File: src/rtl/mio_ram_arbiter_if.sv
// Bus bundle between two masters, the arbiter and the single mio_ram data port.
// The arbiter uses the slave view; the master view holds the masters and the RAM.
interface mio_ram_arbiter_if #(
  parameter int AW = 32,
  parameter int DW = 32
);
  logic          m0_req;
  logic          m0_we;
  logic [AW-1:0] m0_addr;
  logic [DW-1:0] m0_wdata;
  logic [DW-1:0] m0_rdata;
  logic          m0_ack;
  logic          m1_req;
  logic          m1_we;
  logic [AW-1:0] m1_addr;
  logic [DW-1:0] m1_wdata;
  logic [DW-1:0] m1_rdata;
  logic          m1_ack;
  logic [AW-1:0] ram_a;
  logic [DW-1:0] ram_wdata;
  logic          ram_we;
  logic [DW-1:0] ram_rdata;
  logic [1:0]    grant;
  logic          busy;

  modport slave (
    input  m0_req, m0_we, m0_addr, m0_wdata,
    output m0_rdata, m0_ack,
    input  m1_req, m1_we, m1_addr, m1_wdata,
    output m1_rdata, m1_ack,
    output ram_a, ram_wdata, ram_we,
    input  ram_rdata,
    output grant, busy
  );

  modport master (
    output m0_req, m0_we, m0_addr, m0_wdata,
    input  m0_rdata, m0_ack,
    output m1_req, m1_we, m1_addr, m1_wdata,
    input  m1_rdata, m1_ack,
    input  ram_a, ram_wdata, ram_we,
    output ram_rdata,
    input  grant, busy
  );
endinterface

File: src/rtl/mio_ram_arbiter.sv
// Two-master arbiter for the mio_ram data port: one transaction at a time,
// sequenced IDLE -> ISSUE -> (WAIT) -> ACK, with round-robin or fixed priority.
module mio_ram_arbiter #(
  parameter int AW     = 32,
  parameter int DW     = 32,
  parameter int RD_LAT = 1,
  parameter int FAIR   = 1
) (
  input logic              clk,
  input logic              clrn,
  mio_ram_arbiter_if.slave bus
);

  typedef enum logic [1:0] {
    IDLE  = 2'd0,
    ISSUE = 2'd1,
    WAIT  = 2'd2,
    ACK   = 2'd3
  } state_t;

  localparam logic [2:0] LatLoad = 3'(RD_LAT);
  localparam bit         FairRr  = (FAIR != 0);

  state_t        state;
  state_t        state_nxt;
  logic          any_req;
  logic          pick1;

  logic          owner_p0;
  logic          last_p0;
  logic          we_p0;
  logic [AW-1:0] addr_p0;
  logic [DW-1:0] wdata_p0;
  logic [2:0]    cnt_p0;
  logic [DW-1:0] rdata0_p1;
  logic [DW-1:0] rdata1_p1;

  assign any_req = bus.m0_req | bus.m1_req;
  // On a tie, round-robin hands the slot to whichever master did not win last.
  assign pick1   = bus.m1_req & (~bus.m0_req | (FairRr & ~last_p0));

  always_ff @(posedge clk or negedge clrn) begin
    if (!clrn) begin
      state <= IDLE;
    end else begin
      state <= state_nxt;
    end
  end

  always_comb begin
    state_nxt = state;
    case (state)
      IDLE:    if (any_req) state_nxt = ISSUE;
      ISSUE:   state_nxt = we_p0 ? ACK : WAIT;
      WAIT:    if (cnt_p0 == 3'd1) state_nxt = ACK;
      ACK:     state_nxt = IDLE;
      default: state_nxt = IDLE;
    endcase
  end

  // Stage p0: winner's request latched at the grant edge; stage p1: read return.
  always_ff @(posedge clk or negedge clrn) begin
    if (!clrn) begin
      owner_p0  <= 1'b0;
      last_p0   <= 1'b1;
      we_p0     <= 1'b0;
      addr_p0   <= '0;
      wdata_p0  <= '0;
      cnt_p0    <= '0;
      rdata0_p1 <= '0;
      rdata1_p1 <= '0;
    end else begin
      case (state)
        IDLE: begin
          if (any_req) begin
            owner_p0 <= pick1;
            last_p0  <= pick1;
            we_p0    <= pick1 ? bus.m1_we    : bus.m0_we;
            addr_p0  <= pick1 ? bus.m1_addr  : bus.m0_addr;
            wdata_p0 <= pick1 ? bus.m1_wdata : bus.m0_wdata;
          end
        end
        ISSUE: begin
          if (!we_p0) cnt_p0 <= LatLoad;
        end
        WAIT: begin
          cnt_p0 <= cnt_p0 - 3'd1;
          if (cnt_p0 == 3'd1) begin
            if (owner_p0) rdata1_p1 <= bus.ram_rdata;
            else          rdata0_p1 <= bus.ram_rdata;
          end
        end
        default: ;
      endcase
    end
  end

  always_comb begin
    bus.ram_a     = '0;
    bus.ram_wdata = '0;
    bus.ram_we    = 1'b0;
    bus.m0_ack    = 1'b0;
    bus.m1_ack    = 1'b0;
    bus.busy      = (state != IDLE);
    bus.grant     = 2'b00;
    if (state != IDLE) bus.grant = owner_p0 ? 2'b10 : 2'b01;
    case (state)
      ISSUE: begin
        bus.ram_a     = addr_p0;
        bus.ram_wdata = wdata_p0;
        bus.ram_we    = we_p0;
      end
      WAIT: begin
        bus.ram_a     = addr_p0;
        bus.ram_wdata = wdata_p0;
      end
      ACK: begin
        bus.m0_ack = ~owner_p0;
        bus.m1_ack = owner_p0;
      end
      default: ;
    endcase
  end

  assign bus.m0_rdata = rdata0_p1;
  assign bus.m1_rdata = rdata1_p1;

endmodule

File: src/flat_wrapper.sv
// flat-port wrapper written by rule: the top's interface ports become plain ports
module mio_ram_arbiter_flat 
#(
  parameter int AW     = 32,
  parameter int DW     = 32,
  parameter int RD_LAT = 1,
  parameter int FAIR   = 1
)
  (clk, clrn, bus_m0_req, bus_m0_we, bus_m0_addr, bus_m0_wdata, bus_m0_rdata, bus_m0_ack, bus_m1_req, bus_m1_we, bus_m1_addr, bus_m1_wdata, bus_m1_rdata, bus_m1_ack, bus_ram_a, bus_ram_wdata, bus_ram_we, bus_ram_rdata, bus_grant, bus_busy);
  mio_ram_arbiter_if #(.AW(AW), .DW(DW)) bus_i ();
  input logic clk;
  input logic clrn;
  input wire logic [$bits(bus_i.m0_req)-1:0] bus_m0_req;
  input wire logic [$bits(bus_i.m0_we)-1:0] bus_m0_we;
  input wire logic [$bits(bus_i.m0_addr)-1:0] bus_m0_addr;
  input wire logic [$bits(bus_i.m0_wdata)-1:0] bus_m0_wdata;
  output wire logic [$bits(bus_i.m0_rdata)-1:0] bus_m0_rdata;
  output wire logic [$bits(bus_i.m0_ack)-1:0] bus_m0_ack;
  input wire logic [$bits(bus_i.m1_req)-1:0] bus_m1_req;
  input wire logic [$bits(bus_i.m1_we)-1:0] bus_m1_we;
  input wire logic [$bits(bus_i.m1_addr)-1:0] bus_m1_addr;
  input wire logic [$bits(bus_i.m1_wdata)-1:0] bus_m1_wdata;
  output wire logic [$bits(bus_i.m1_rdata)-1:0] bus_m1_rdata;
  output wire logic [$bits(bus_i.m1_ack)-1:0] bus_m1_ack;
  output wire logic [$bits(bus_i.ram_a)-1:0] bus_ram_a;
  output wire logic [$bits(bus_i.ram_wdata)-1:0] bus_ram_wdata;
  output wire logic [$bits(bus_i.ram_we)-1:0] bus_ram_we;
  input wire logic [$bits(bus_i.ram_rdata)-1:0] bus_ram_rdata;
  output wire logic [$bits(bus_i.grant)-1:0] bus_grant;
  output wire logic [$bits(bus_i.busy)-1:0] bus_busy;
  assign bus_i.m0_req = bus_m0_req;
  assign bus_i.m0_we = bus_m0_we;
  assign bus_i.m0_addr = bus_m0_addr;
  assign bus_i.m0_wdata = bus_m0_wdata;
  assign bus_m0_rdata = bus_i.m0_rdata;
  assign bus_m0_ack = bus_i.m0_ack;
  assign bus_i.m1_req = bus_m1_req;
  assign bus_i.m1_we = bus_m1_we;
  assign bus_i.m1_addr = bus_m1_addr;
  assign bus_i.m1_wdata = bus_m1_wdata;
  assign bus_m1_rdata = bus_i.m1_rdata;
  assign bus_m1_ack = bus_i.m1_ack;
  assign bus_ram_a = bus_i.ram_a;
  assign bus_ram_wdata = bus_i.ram_wdata;
  assign bus_ram_we = bus_i.ram_we;
  assign bus_i.ram_rdata = bus_ram_rdata;
  assign bus_grant = bus_i.grant;
  assign bus_busy = bus_i.busy;
  mio_ram_arbiter #(.AW(AW), .DW(DW), .RD_LAT(RD_LAT), .FAIR(FAIR)) u_core (.clk(clk), .clrn(clrn), .bus(bus_i));
endmodule
File: config.mk
export PLATFORM = sky130hd
export DESIGN_NAME = mio_ram_arbiter_flat
export DESIGN_NICKNAME = d
export VERILOG_FILES = /design/src/rtl/mio_ram_arbiter_if.sv /design/src/rtl/mio_ram_arbiter.sv /design/src/flat_wrapper.sv
export SDC_FILE = /design/constraint.sdc
export NUM_CORES = 1
export LEC_CHECK = 0
export ABC_AREA = 1
export ABC_CLOCK_PERIOD_IN_PS = 1400
export CAP_MARGIN = 20
export CORE_AREA = 5 5 195 103
export DETAILED_ROUTE_END_ITERATION = 7
export DIE_AREA = 0 0 200 108
export HOLD_SLACK_MARGIN = 0.1
export PLACE_DENSITY = 0.77
export SLEW_MARGIN = 10
export SYNTH_ARGS = -nofsm -noshare
export SYNTH_HDL_FRONTEND = slang
export SYNTH_SLANG_ARGS = --single-unit
File: constraint.sdc
create_clock -name clk -period 1.4 [get_ports clk]
set_input_delay 0.14 -clock clk [delete_from_list [all_inputs] [get_ports clk]]
set_output_delay 0.14 -clock clk [all_outputs]
set_load 0.02 [all_outputs]
==> impl_metrics.env <==
export IMPL_row_count=35
export IMPL_yosysWarnings=0
export IMPL_cts_made_buffers=17
export IMPL_path_clk_slew_ns=0.07
export IMPL_placedCellCount=1448
export IMPL_hpwl_um=17300
export IMPL_peakVddDrop_uv=1440
export IMPL_nets=1456
export IMPL_worstPathArrival_ns=1.64
export IMPL_p_per_area_mw_per_mm2=2550
export IMPL_slew_violations=0
export IMPL_cp_max_fo=8
export IMPL_grt_antenna_before_repair=1
export IMPL_die_area_mm2=0.0216
export IMPL_wl_per_cell_um=19.2
export IMPL_final_cell_mix="167 x nand2_1, 163 x clkdlybuf4s50_1, 135 x dfrtp_1"
export IMPL_core_area_mm2=0.0180
export IMPL_tns_ns=-39.10
export IMPL_crit_chain="inv_2 > ha_4 > buf_12 > buf_8 > nand2_4 > inv_2 > buf_6"
export IMPL_setup_slack_ns=-0.385
export IMPL_syn_num_nets=1101
export IMPL_layout_min_cycle_time_ns=1.78
export IMPL_crit_family="buffers and inverters"
export IMPL_max_cap_violations=0
export IMPL_worst_slew_pin_slew_ns=0.429
export IMPL_avgSynthCellArea_um2=7.45
export IMPL_design_area_mm2=0.0133
export IMPL_slowest_delay_ns=0.37
export IMPL_initial_core_util=0.384
export IMPL_ant_nets=0
export IMPL_die_h_um=108
export IMPL_grt_pass1_wl_um=40000
export IMPL_cts_max_level=4
export IMPL_path_class="flip-flop to primary output"
export IMPL_drive_gt1_frac=0.397
export IMPL_final_hold_violation_count=0
export IMPL_instances_no_fill=1536
export IMPL_min_delay_path_class="input port to async pin"
export IMPL_cts_tree="done"
export IMPL_place_ws_ns=-0.403
export IMPL_crit_top_cell="inv_2"
export IMPL_grt_use_total=0.235
export IMPL_diodes=0
export IMPL_ys_ff_latch=136
export IMPL_synth_distinct_cells=17
export IMPL_worst_path_buf_inv=5
export IMPL_dr_pass1_iters=5
export IMPL_grt_ovfl_total=0
export IMPL_cp_slowest_cell="dfrtp_1"
export IMPL_grt_max_degree=39
export IMPL_yosysSeqAreaShare=0.492
export IMPL_cp_start_kind="flip-flop"
export IMPL_cts_sinks=136
export IMPL_fmax_mhz=560
export IMPL_violations="negative setup slack"
export IMPL_grt_pass1_vias=7444
export IMPL_route_detailed_drc=0
export IMPL_clockBufferDepth=2
export IMPL_leakage_uw=0.00688
export IMPL_rsz0062_at_grt="true"
export IMPL_viasPerCell=4.93
export IMPL_place_gp_congestion=0.834
export IMPL_critPathCaptureType="primary output"
export IMPL_root_buffer="clkbuf_16"
export IMPL_wl_um=29600
export IMPL_setup_viol=203
export IMPL_syn_area_mm2=0.00692
export IMPL_vias=7572
export IMPL_numPortBuffers=299
export IMPL_ios=300
export IMPL_critPathRequiredTime_ns=1.26
export IMPL_period_share=1.27
export IMPL_postSynthCellCount=929
export IMPL_placed_area_mm2=0.0104
export IMPL_drt_initial_drc_count=418
export IMPL_layout_commonest_cell="nand2_1"
export IMPL_post_route_util=0.740
export IMPL_clk_latency_ns=0.41
export IMPL_syn2layout_area_growth_pct=92.8
export IMPL_die_w_um=200
export IMPL_max_slew_margin=0.714
export IMPL_status="finished, violations left"
export IMPL_clock_skew_final_ns=0.0120
path summary, 6_finish.rpt:
| path | start | to | slack, ns | cells past startpoint |
|---|---|---|---|---|
| max | u_core.state[0]$_DFFE_PN0P_ | bus_ram_wdata[6] | -0.38 | 7 |
| min | clrn | u_core.bus.m1_rdata[7]$_DFFE_PN0P_ | 0.21 | 2 |
| max reg2reg | u_core.state[0]$_DFFE_PN0P_ | u_core.wdata_p0[5]$_DFFE_PN0P_ | -0.20 | 8 |
| min reg2reg | u_core.last_p0$_DFFE_PN1P_ | u_core.last_p0$_DFFE_PN1P_ | 0.47 | 2 |
| max in group asynchronous | clrn | u_core.bus.m1_rdata[17]$_DFFE_PN0P_ | 0.65 | 3 |
| min in group clk | bus_ram_rdata[6] | u_core.bus.m1_rdata[6]$_DFFE_PN0P_ | 0.30 | 3 |
where the power goes:
part | switching, uW | internal, uW
sequential | 2040 | 5950
combinational | 11600 | 9830
clock | 1820 | 2810
final cells by class:
| cell class | instances | area (um2) |
|---|---|---|
| Fill cell | 1294 | 4700 |
| Timing Repair Buffer | 389 | 4390 |
| Multi-Input combinational cell | 563 | 3970 |
| Sequential cell | 136 | 3400 |
| Inverter | 176 | 676 |
| Clock buffer | 17 | 425 |
| Tap cell | 240 | 300 |
| Clock inverter | 14 | 175 |
| Timing Repair inverter | 1 | 11.3 |
flip-flops by register name, indices dropped and copies added (netlist names):
name and flops:
u_core.state 2, u_core.wdata_p0 32, u_core.owner_p0 1, u_core.bus.m0_rdata 32, u_core.addr_p0 32, u_core.last_p0 1, u_core.we_p0 1, u_core.bus.m1_rdata 32
u_core.cnt_p0 3
per-stage QoR:
step                hold WS (ns)  power, uW
finish                     0.205      34100
global route               0.240      35900
CTS                        0.219      29100
detailed placement        0.0812      22800
global placement          0.0805      22500
floorplan                 -0.156      15200
cell families (layout without fill, tap and decap cells):
group                    Yosys count  count (layout)  synth area share
AO/OA/AOI/OAI                     68              68            0.0492
AND/OR/NAND/NOR                  489             489             0.316
buffers and inverters            230             597             0.132
adder cells (fa/ha/maj)            6               6            0.0108
flip-flops                       136             136             0.492
cell usage after synthesis, drive strengths merged:
library cell,instances,area [um2]
nor2,9,43.8
dfstp,1,26.3
nand3b,65,488
dfrtp,135,3380
o21ai,68,340
ha,6,75.1
nand3,71,365
buf,36,186
nand2,344,1290
inv,176,661
clkbuf,18,67.6
repair_timing:
item | CTS | global route
setup endpoints to repair | 238 | 204
pin swaps | 8 | 74
gates resized for setup | 596 | 357
gates cloned | 12 | 19
hold buffers | 2 | 0
hold endpoints to repair | 137 | 0
setup buffers | 22 | 12
per-layer routing:
layer / routed length, um / GRT usage / part of all wire
met5: 7 / 0 / 0.00024
met4: 308 / 0.0581 / 0.010
met3: 3110 / 0.0716 / 0.11
met2: 13900 / 0.371 / 0.47
met1: 12200 / 0.318 / 0.41
No activity file was read; power rests on OpenSTA's default activity.
